==> src/rtl/mult_div_ctrl_pkg.sv <==
// ---------------------------------------------------------------------------
// mult_div_ctrl_pkg
// Purpose : Shared definitions for the multiply/divide sequencer: the
//           controller state encoding, default widths and watchdog limit,
//           and a small helper that identifies the two waiting states.
// Contents: WIDTH_DEF, MAX_CICLOS_DEF, CNT_W_DEF, ctrl_state_t, isWaitState()
// ---------------------------------------------------------------------------
package mult_div_ctrl_pkg;

  // Operand/result width of the shared arithmetic units
  localparam int WIDTH_DEF      = 32;

  // Watchdog limit in waiting-state cycles, and the width of its counter.
  // The counter must be able to hold MAX_CICLOS, so 2**CNT_W > MAX_CICLOS.
  localparam int MAX_CICLOS_DEF = 48;
  localparam int CNT_W_DEF      = 6;

  // Controller states: one start/wait pair per arithmetic unit
  typedef enum logic [2:0] {
    IDLE    = 3'd0,
    M_START = 3'd1,
    M_WAIT  = 3'd2,
    D_START = 3'd3,
    D_WAIT  = 3'd4
  } ctrl_state_t;

  // True in the states where a unit's busy flag is meaningful and the
  // watchdog is running
  function automatic logic isWaitState(input ctrl_state_t s);
    return (s == M_WAIT) || (s == D_WAIT);
  endfunction

endpackage

==> src/rtl/mult_div_ctrl_hi_lo_regs.sv <==
// ---------------------------------------------------------------------------
// hi_lo_regs
// Purpose : The architectural HI and LO registers read by MFHI/MFLO.
//           Each register has its own write enable; the controller chooses
//           whether the write data comes from the multiplier or the divider.
// Ports   : clk        rising-edge clock
//           reset      synchronous, active-high; clears both registers
//           i_hiWe     write enable for HI
//           i_loWe     write enable for LO
//           i_hiData   data written into HI
//           i_loData   data written into LO
//           o_hi       current HI value
//           o_lo       current LO value
// ---------------------------------------------------------------------------
module hi_lo_regs #(
  parameter int WIDTH = 32
) (
  input  logic             clk,
  input  logic             reset,
  input  logic             i_hiWe,
  input  logic             i_loWe,
  input  logic [WIDTH-1:0] i_hiData,
  input  logic [WIDTH-1:0] i_loData,
  output logic [WIDTH-1:0] o_hi,
  output logic [WIDTH-1:0] o_lo
);

  logic [WIDTH-1:0] r_hi;
  logic [WIDTH-1:0] r_lo;

  // HI and LO hold their value until the controller captures a finished
  // result; reset returns both to zero
  always_ff @(posedge clk) begin
    if (reset) begin
      r_hi <= '0;
      r_lo <= '0;
    end else begin
      if (i_hiWe) r_hi <= i_hiData;
      if (i_loWe) r_lo <= i_loData;
    end
  end

  assign o_hi = r_hi;
  assign o_lo = r_lo;

endmodule

==> src/rtl/mult_div_ctrl.sv <==
// ---------------------------------------------------------------------------
// mult_div_ctrl
// Purpose : Sequences the shared Booth multiplier and the divider for
//           MULT/MULTU/DIV instructions. Latches the operands, strobes the
//           selected unit's start input, waits for its busy flag to fall and
//           captures the result into HI/LO exactly once. Stalls the CPU while
//           busy, flags divide-by-zero and aborts on a watchdog timeout.
// Ports   : clk              rising-edge clock
//           reset            synchronous, active-high
//           op_mult          1-cycle multiply request
//           op_div           1-cycle divide request
//           fator_a/fator_b  operands (rs/rt)
//           mult_msb/lsb     multiplier product high/low word
//           mult_calculando  multiplier busy flag
//           div_quociente    divider quotient
//           div_resto        divider remainder
//           div_calculando   divider busy flag
//           op_a/op_b        latched operands driven to both units
//           mult_start       multiplier load strobe
//           div_start        divider load strobe
//           hi_out/lo_out    HI/LO registers
//           ocupado          stall request, high whenever not IDLE
//           pronto           1-cycle pulse, HI/LO just updated
//           div_zero         1-cycle pulse, DIV with zero divisor
//           erro             1-cycle pulse, watchdog timeout
// ---------------------------------------------------------------------------
module mult_div_ctrl
  import mult_div_ctrl_pkg::*;
#(
  parameter int WIDTH      = WIDTH_DEF,
  parameter int MAX_CICLOS = MAX_CICLOS_DEF,
  parameter int CNT_W      = CNT_W_DEF
) (
  input  logic             clk,
  input  logic             reset,
  input  logic             op_mult,
  input  logic             op_div,
  input  logic [WIDTH-1:0] fator_a,
  input  logic [WIDTH-1:0] fator_b,
  input  logic [WIDTH-1:0] mult_msb,
  input  logic [WIDTH-1:0] mult_lsb,
  input  logic             mult_calculando,
  input  logic [WIDTH-1:0] div_quociente,
  input  logic [WIDTH-1:0] div_resto,
  input  logic             div_calculando,
  output logic [WIDTH-1:0] op_a,
  output logic [WIDTH-1:0] op_b,
  output logic             mult_start,
  output logic             div_start,
  output logic [WIDTH-1:0] hi_out,
  output logic [WIDTH-1:0] lo_out,
  output logic             ocupado,
  output logic             pronto,
  output logic             div_zero,
  output logic             erro
);

  ctrl_state_t      r_state;
  logic [WIDTH-1:0] r_opA;
  logic [WIDTH-1:0] r_opB;
  logic             r_multStart;
  logic             r_divStart;
  logic             r_pronto;
  logic             r_divZero;
  logic             r_erro;
  logic [CNT_W-1:0] r_wdCount;

  logic             w_inWait;
  logic             w_unitBusy;
  logic             w_capture;
  logic [CNT_W-1:0] w_wdNext;
  logic             w_timeout;
  logic [WIDTH-1:0] w_hiData;
  logic [WIDTH-1:0] w_loData;

  // Only the unit that was started is watched; the other unit's flag is
  // irrelevant. Both units keep running after they finish, so the result
  // is taken on the first cycle the selected busy flag is low and never
  // again.
  assign w_inWait   = isWaitState(r_state);
  assign w_unitBusy = (r_state == M_WAIT) ? mult_calculando : div_calculando;
  assign w_capture  = w_inWait && !w_unitBusy;

  // The watchdog counts waiting cycles; the operation is abandoned on the
  // cycle whose increment would make the count reach MAX_CICLOS
  assign w_wdNext  = r_wdCount + CNT_W'(1);
  assign w_timeout = w_inWait && w_unitBusy && (w_wdNext == CNT_W'(MAX_CICLOS));

  // Multiplier writes its high/low product words; the divider writes the
  // remainder into HI and the quotient into LO
  assign w_hiData = (r_state == M_WAIT) ? mult_msb : div_resto;
  assign w_loData = (r_state == M_WAIT) ? mult_lsb : div_quociente;

  // Controller FSM with registered strobes and pulses. The start strobe is
  // raised on the edge that enters *_START so it is high for exactly that
  // state's cycle. The busy flag is never looked at in *_START because it
  // still reflects the previous operation until the unit loads.
  always_ff @(posedge clk) begin
    if (reset) begin
      r_state     <= IDLE;
      r_opA       <= '0;
      r_opB       <= '0;
      r_multStart <= 1'b0;
      r_divStart  <= 1'b0;
      r_pronto    <= 1'b0;
      r_divZero   <= 1'b0;
      r_erro      <= 1'b0;
      r_wdCount   <= '0;
    end else begin
      r_multStart <= 1'b0;
      r_divStart  <= 1'b0;
      r_pronto    <= 1'b0;
      r_divZero   <= 1'b0;
      r_erro      <= 1'b0;

      case (r_state)
        IDLE: begin
          if (op_mult) begin
            r_opA       <= fator_a;
            r_opB       <= fator_b;
            r_multStart <= 1'b1;
            r_state     <= M_START;
          end else if (op_div) begin
            if (fator_b == '0) begin
              r_divZero <= 1'b1;
            end else begin
              r_opA      <= fator_a;
              r_opB      <= fator_b;
              r_divStart <= 1'b1;
              r_state    <= D_START;
            end
          end
        end

        M_START: begin
          r_wdCount <= '0;
          r_state   <= M_WAIT;
        end

        D_START: begin
          r_wdCount <= '0;
          r_state   <= D_WAIT;
        end

        M_WAIT, D_WAIT: begin
          if (w_capture) begin
            r_pronto <= 1'b1;
            r_state  <= IDLE;
          end else if (w_timeout) begin
            r_erro  <= 1'b1;
            r_state <= IDLE;
          end else begin
            r_wdCount <= w_wdNext;
          end
        end

        default: begin
          r_state <= IDLE;
        end
      endcase
    end
  end

  hi_lo_regs #(
    .WIDTH (WIDTH)
  ) uHiLo (
    .clk      (clk),
    .reset    (reset),
    .i_hiWe   (w_capture),
    .i_loWe   (w_capture),
    .i_hiData (w_hiData),
    .i_loData (w_loData),
    .o_hi     (hi_out),
    .o_lo     (lo_out)
  );

  assign op_a       = r_opA;
  assign op_b       = r_opB;
  assign mult_start = r_multStart;
  assign div_start  = r_divStart;
  assign pronto     = r_pronto;
  assign div_zero   = r_divZero;
  assign erro       = r_erro;
  assign ocupado    = (r_state != IDLE);

endmodule
==> config.mk <==
export PLATFORM = sky130hd
export DESIGN_NAME = mult_div_ctrl
export DESIGN_NICKNAME = d
export VERILOG_FILES = /design/src/rtl/mult_div_ctrl_pkg.sv /design/src/rtl/mult_div_ctrl_hi_lo_regs.sv /design/src/rtl/mult_div_ctrl.sv
export SDC_FILE = /design/constraint.sdc
export NUM_CORES = 1
export LEC_CHECK = 0
export CAP_MARGIN = 20
export CORE_AREA = 2 2 127 129
export CTS_CLUSTER_DIAMETER = 60
export DETAILED_ROUTE_END_ITERATION = 6
export DIE_AREA = 0 0 129 131
export PLACE_DENSITY = 0.81
export SLEW_MARGIN = 10
export SYNTH_ARGS = -nofsm -noshare
export SYNTH_HDL_FRONTEND = slang
export SYNTH_SLANG_ARGS = --single-unit
==> constraint.sdc <==
create_clock -name clk -period 2.74 [get_ports clk]
set_input_delay 0.548 -clock clk [delete_from_list [all_inputs] [get_ports clk]]
set_output_delay 0.548 -clock clk [all_outputs]
set_load 0.02 [all_outputs]
# Word-level counts from Yosys, hierarchy flattened
# Cells that the tools add are included.
[word_totals] regBits=142 output_inout_bits=134 latchBits=0 n_memories=0 word_cells=68 inputBits=198 rom_bits=0 ramBits=0
[op_classes] n_bitwise=3 n_shift=0 n_reduce_logical=19 add_sub_neg=1 multipliers=0 n_div=0 n_eq_ne=11 n_mux=23 n_lt_le_gt_ge=0
[op_table] operator="$mux W32" count=8
[op_table] operator="$logic_not A32 Y1" count=1
[op_table] operator="$mux W3" count=5
[op_table] operator="$mux W6" count=2
[op_table] operator="$pmux W3 S4" count=1
[op_table] operator="$pmux W6 S2" count=1
[op_table] operator="$reduce_and A3 Y1" count=3
[op_table] operator="$reduce_or A2 Y1" count=4
[op_table] operator="$add A6 B1 Y6 const B" count=1
[op_table] operator="$eq A3 B2 Y1 const B" count=2
[op_table] operator="$eq A6 B6 Y1 const B" count=1
[op_table] operator="$mux W1" count=6
[op_table] operator="$ne A2 B2 Y1 const B" count=3
[op_table] operator="$ne A3 B3 Y1 const B" count=2
[op_table] operator="$reduce_bool A2 Y1" count=2
[op_table] operator="$reduce_or A4 Y1" count=1
[op_table] operator="$eq A3 B1 Y1 const B" count=1
[op_table] operator="$eq A3 B3 Y1 const B" count=1
[op_table] operator="$logic_and A1 B1 Y1" count=3
[op_table] operator="$logic_not A3 Y1" count=1
[op_table] operator="$ne A3 B2 Y1 const B" count=1
[op_table] operator="$not A1 Y1" count=3
[op_table] operator="$reduce_bool A3 Y1" count=1
[op_table] operator="$reduce_or A3 Y1" count=1
[op_table] operator="other kinds (2)" count=2

# Logic depth before layout (Yosys ltp)
[logic_depth] depth_word=7 depth_mapped=7 depth_no_buf=6

# Hierarchy
# From an unflattened synthesis, not the netlist that was laid out.
[unflattened] cells_unflattened=746 area_unflattened_um2=7163.1
[by_module_without_submodules] mod="mult_div_ctrl" n_inst=1 area_per_inst_um2=4823.4 seq_area_each_um2=1561.5 cells_per_inst=539
[by_module_without_submodules] mod="hi_lo_regs" n_inst=1 area_per_inst_um2=2339.7 seq_area_each_um2=1281.2 cells_per_inst=207

# Worst setup path before layout
# OpenSTA, ideal clock, no wires.
[synth_path] path_type="input to register" start="input fator_b[3]" end="register r_state[0]" required_ps=2625 setup_slack_ps=814 t_arrival_ps=1811 n_path_buf=2 setup_time_ps=115 path_stages=7 cell_sequence="nor4_1 nand2_1 nor4_4 o21ai_1 buf_6 buf_6 and2_1"
[synth_between] elab_chain_len=3
[synth_lines] item="start: declaration" line_no="mult_div_ctrl.sv:39" text="input logic [WIDTH-1:0] fator_b,"
[synth_lines] item="$logic_not A32 Y1" line_no="mult_div_ctrl.sv:124" text="if (fator_b == '0) begin"
[synth_lines] item="$ne A3 B3 Y1 (no line)"
[synth_lines] item="$reduce_and A3 Y1 (no line)"
[synth_lines] item="end signal: assignment" line_no="mult_div_ctrl.sv:122" text="r_state <= M_START;"
[synth_lines] item="end signal: assignment" line_no="mult_div_ctrl.sv:130" text="r_state <= D_START;"
[synth_lines] item="end signal: assignment" line_no="mult_div_ctrl.sv:137" text="r_state <= M_WAIT;"
[synth_lines] item="end: declaration" line_no="mult_div_ctrl.sv:58" text="ctrl_state_t r_state;"
# No other way between the ends.
# A chain may end at the register's enable or synchronous reset.

# Final worst setup path
[layout_path] start="register r_state[0]" end="output ocupado"
[layout_between] elab_chain_len=1
[layout_lines] item="start signal: assignment" line_no="mult_div_ctrl.sv:100" text="r_state <= IDLE;"
[layout_lines] item="start signal: assignment" line_no="mult_div_ctrl.sv:122"
[layout_lines] item="start signal: assignment" line_no="mult_div_ctrl.sv:130"
[layout_lines] item="$reduce_bool A3 Y1" line_no="mult_div_ctrl.sv:184" text="assign ocupado = (r_state != IDLE);"
[layout_lines] item="end: declaration" line_no="mult_div_ctrl.sv:52" text="output logic ocupado,"
# No other way between the ends.

==> impl_metrics.ini <==
[status]
status = finished, final reports clean

[sta]
setup_violations = 0
finClkSkew_ns = 0.00945
finalHoldViolCount = 0
fin_ws_ns = 0.267
tightest_slew_ns = 0.636
finalMaxSlewViolations = 0
final.period_utilization = 0.903
fmax_ghz = 0.404
setup-tns-final_ns = 0
relSlewSlack = 0.576
hold_slack_ns = 0.457
rsz0062_at_grt = false
period_minus_slack_ns = 2.47

[grt]
antenna_found_initial = 0
grt_pass1_vias = 5744
grt_first_pass_wirelength_um = 29100
grt_start_max_net_pins = 65
grt_overflow_total = 0
grt_usage = 0.224

[routing]
via_count = 5886
drt_first_iter_violations = 160
drt-pass1-iter-count = 4
ant_nets = 0
wl_per_cell_um = 16.1
wl_um = 19300
drc = 0
viasPerCell = 4.88

[finish]
final_common_cell = clkdlybuf4s50_1
synthToLayoutAreaGrowth_pct = 67.0
layout.area.seq_sq_mm = 0.00284
layout_common_cells = clkdlybuf4s50_1 (330), dfxtp_1 (142), nand2_1 (140)
finish.net_count = 1176
diodes = 0
final_area_sq_mm = 0.0102
fillCellCount = 1281
drive_above_1_share = 0.0536
multiInputGateArea_sq_mm = 0.00303
final-instance-count-excl-fill = 1205

[power_and_ir_drop]
comb_power_share = 0.248
ir_worst_vdd_mv = 0.415
swShare = 0.291
seq_power_share = 0.383
p_per_area_mw_per_mm2 = 597
clkPwrFrac = 0.370
p_leak_nw = 3.82
p_int_mw = 4.33
netSwitchingPower_mw = 1.78

[yosys]
synth_area_leader_cell = dfxtp_1
synth-edff-count = 0
synth.top_cell.area_share = 0.463
synth_cell_types = 43
synth_seq_area_share = 0.463
ys_ff_latch = 142
syn_inst = 664
synth_warnings = 0
syn-num-nets = 864
avgSynthCellArea_sq_um = 9.24
synth.area.top_cells = dfxtp_1 (46%), mux2i_1 (21%), nand2_1 (8.6%), a211oi_1 (7.8%), nor2_1 (4.5%)
synthesis.area_sq_mm = 0.00613
synth-async-reset-ratio = 0
synth_ff_type = dfxtp_1

[placed_design]
hpwl_um = 14400
placedInstanceArea_sq_mm = 0.00967
dp_cells = 1173
routabilityCongestion = 0.804
portBuffers = 331
dp_slack_ns = 0.139

[critical_path]
worstPathRequired_ns = 2.19
critPathMaxFanout = 11
critPathArrivalTime_ns = 1.93
worstSetupPathType = reg -> out
endpoint_kind = output pin
critPathLaunchType = flip-flop

[min_path]
hold_path.class = reg -> reg

[clock_network]
cts_inserted_buffers = 17
cts_hold_buf = 0
clk_latency_ns = 0.42
cts-root-buf = clkbuf_16
cts_buffer_depth = 2
postCtsSetupBuffers = 0
htreeDepth = 4
cts.sinks = 142
ctsResizeCount = 0
cts_tree = built
clk_pin_slew_ns = 0.06

[floorplan]
die_h_um = 131
chipWidth_um = 129
io_pins = 332
coreArea_sq_mm = 0.0156
initial_core_util = 0.393
dieArea_sq_mm = 0.0169
rows = 46

[run]
cap_violations = 0
==> synth_stat cells (all sizes together), types with 2 or more instances <==
| master | n |
|---|---|
| a21oi | 2 |
| o31ai | 3 |
| o21ai | 3 |
| nand3b | 2 |
| mux2i | 128 |
| and2 | 3 |
| clkbuf | 28 |
| ha | 2 |
| dfxtp | 142 |
| a31oi | 2 |
| nor3 | 6 |
| nor2 | 74 |
| nand3 | 2 |
| nor4 | 11 |
| buf | 24 |
| and3 | 2 |
| nand2 | 140 |
| nand2b | 3 |
| inv | 6 |
| a211oi | 64 |
==> final cells by class <==
class	instances	area share
Inverter	6	0.00244
Timing Repair Buffer	345	0.342
Sequential cell	142	0.278
Clock buffer	17	0.0415
Clock inverter	15	0.0147
Multi-Input combinational cell	464	0.296
Tap cell	216	0.0264
==> power groups by stage <==
stage	combinational [mW]	sequential (mW)	clock [mW]
after floorplan	0.552	2.58	0
after global placement	1.51	2.38	0
after detailed placement	1.52	2.38	0
after CTS	1.53	2.34	2.30
after global routing	1.62	2.36	2.39
final	1.51	2.34	2.26
==> sequential cells by signal, summed over array words and instances (netlist names) <==
register,cells
div_start,1
div_zero,1
erro,1
mult_start,1
op_a,32
op_b,32
pronto,1
r_state,3
r_wdCount,6
uHiLo.o_hi,32
uHiLo.o_lo,32
==> routing by layer <==
metal | share of wire | wire length [um] | vias to the layer above | global-route usage
li1 | - | - | 2946 | -
met1 | 0.39 | 7600 | 2653 | 0.247
met2 | 0.47 | 9130 | 247 | 0.376
met3 | 0.10 | 2010 | 40 | 0.0945
met4 | 0.032 | 612 | 0 | 0.102
met5 | 0 | 0 | - | 0
==> worst paths after layout <==
kind                            slack (ns)                          end  cells past startpoint                     from
worst max-delay path                  0.27                      ocupado                      3  r_state[0]$_SDFFE_PP0P_
worst min-delay path                  0.46        op_a[10]$_SDFFE_PP0P_                      2    op_a[10]$_SDFFE_PP0P_
worst max register to register        0.75  uHiLo.o_hi[21]$_SDFFE_PP0P_                      6  r_state[1]$_SDFFE_PP0P_
worst min register to register        0.46        op_a[10]$_SDFFE_PP0P_                      2    op_a[10]$_SDFFE_PP0P_
==> metrics by stage <==
stage                     power [mW]  utilization
after floorplan                 3.13            -
after global placement          3.88        0.620
after detailed placement        3.90        0.620
after CTS                       6.17        0.657
after global routing            6.38        0.657
final                           6.11        0.657
==> critical path, cell delays in order, from the launching register on <==
cell	delay (ns)
dfxtp_1	0.61
nor3_1	0.16
inv_1	0.10
clkdlybuf4s50_1	0.64
==> cells by family after synthesis <==
| group | share of synthesized area |
|---|---|
| flops | 0.463 |
| mux | 0.209 |
| fa+ha+maj | 0.00408 |
| buf+inv | 0.0461 |
| xor+xnor | 0.00143 |
| simple gates | 0.166 |
| compound gates | 0.110 |
Power figures use the tool's default switching activity.
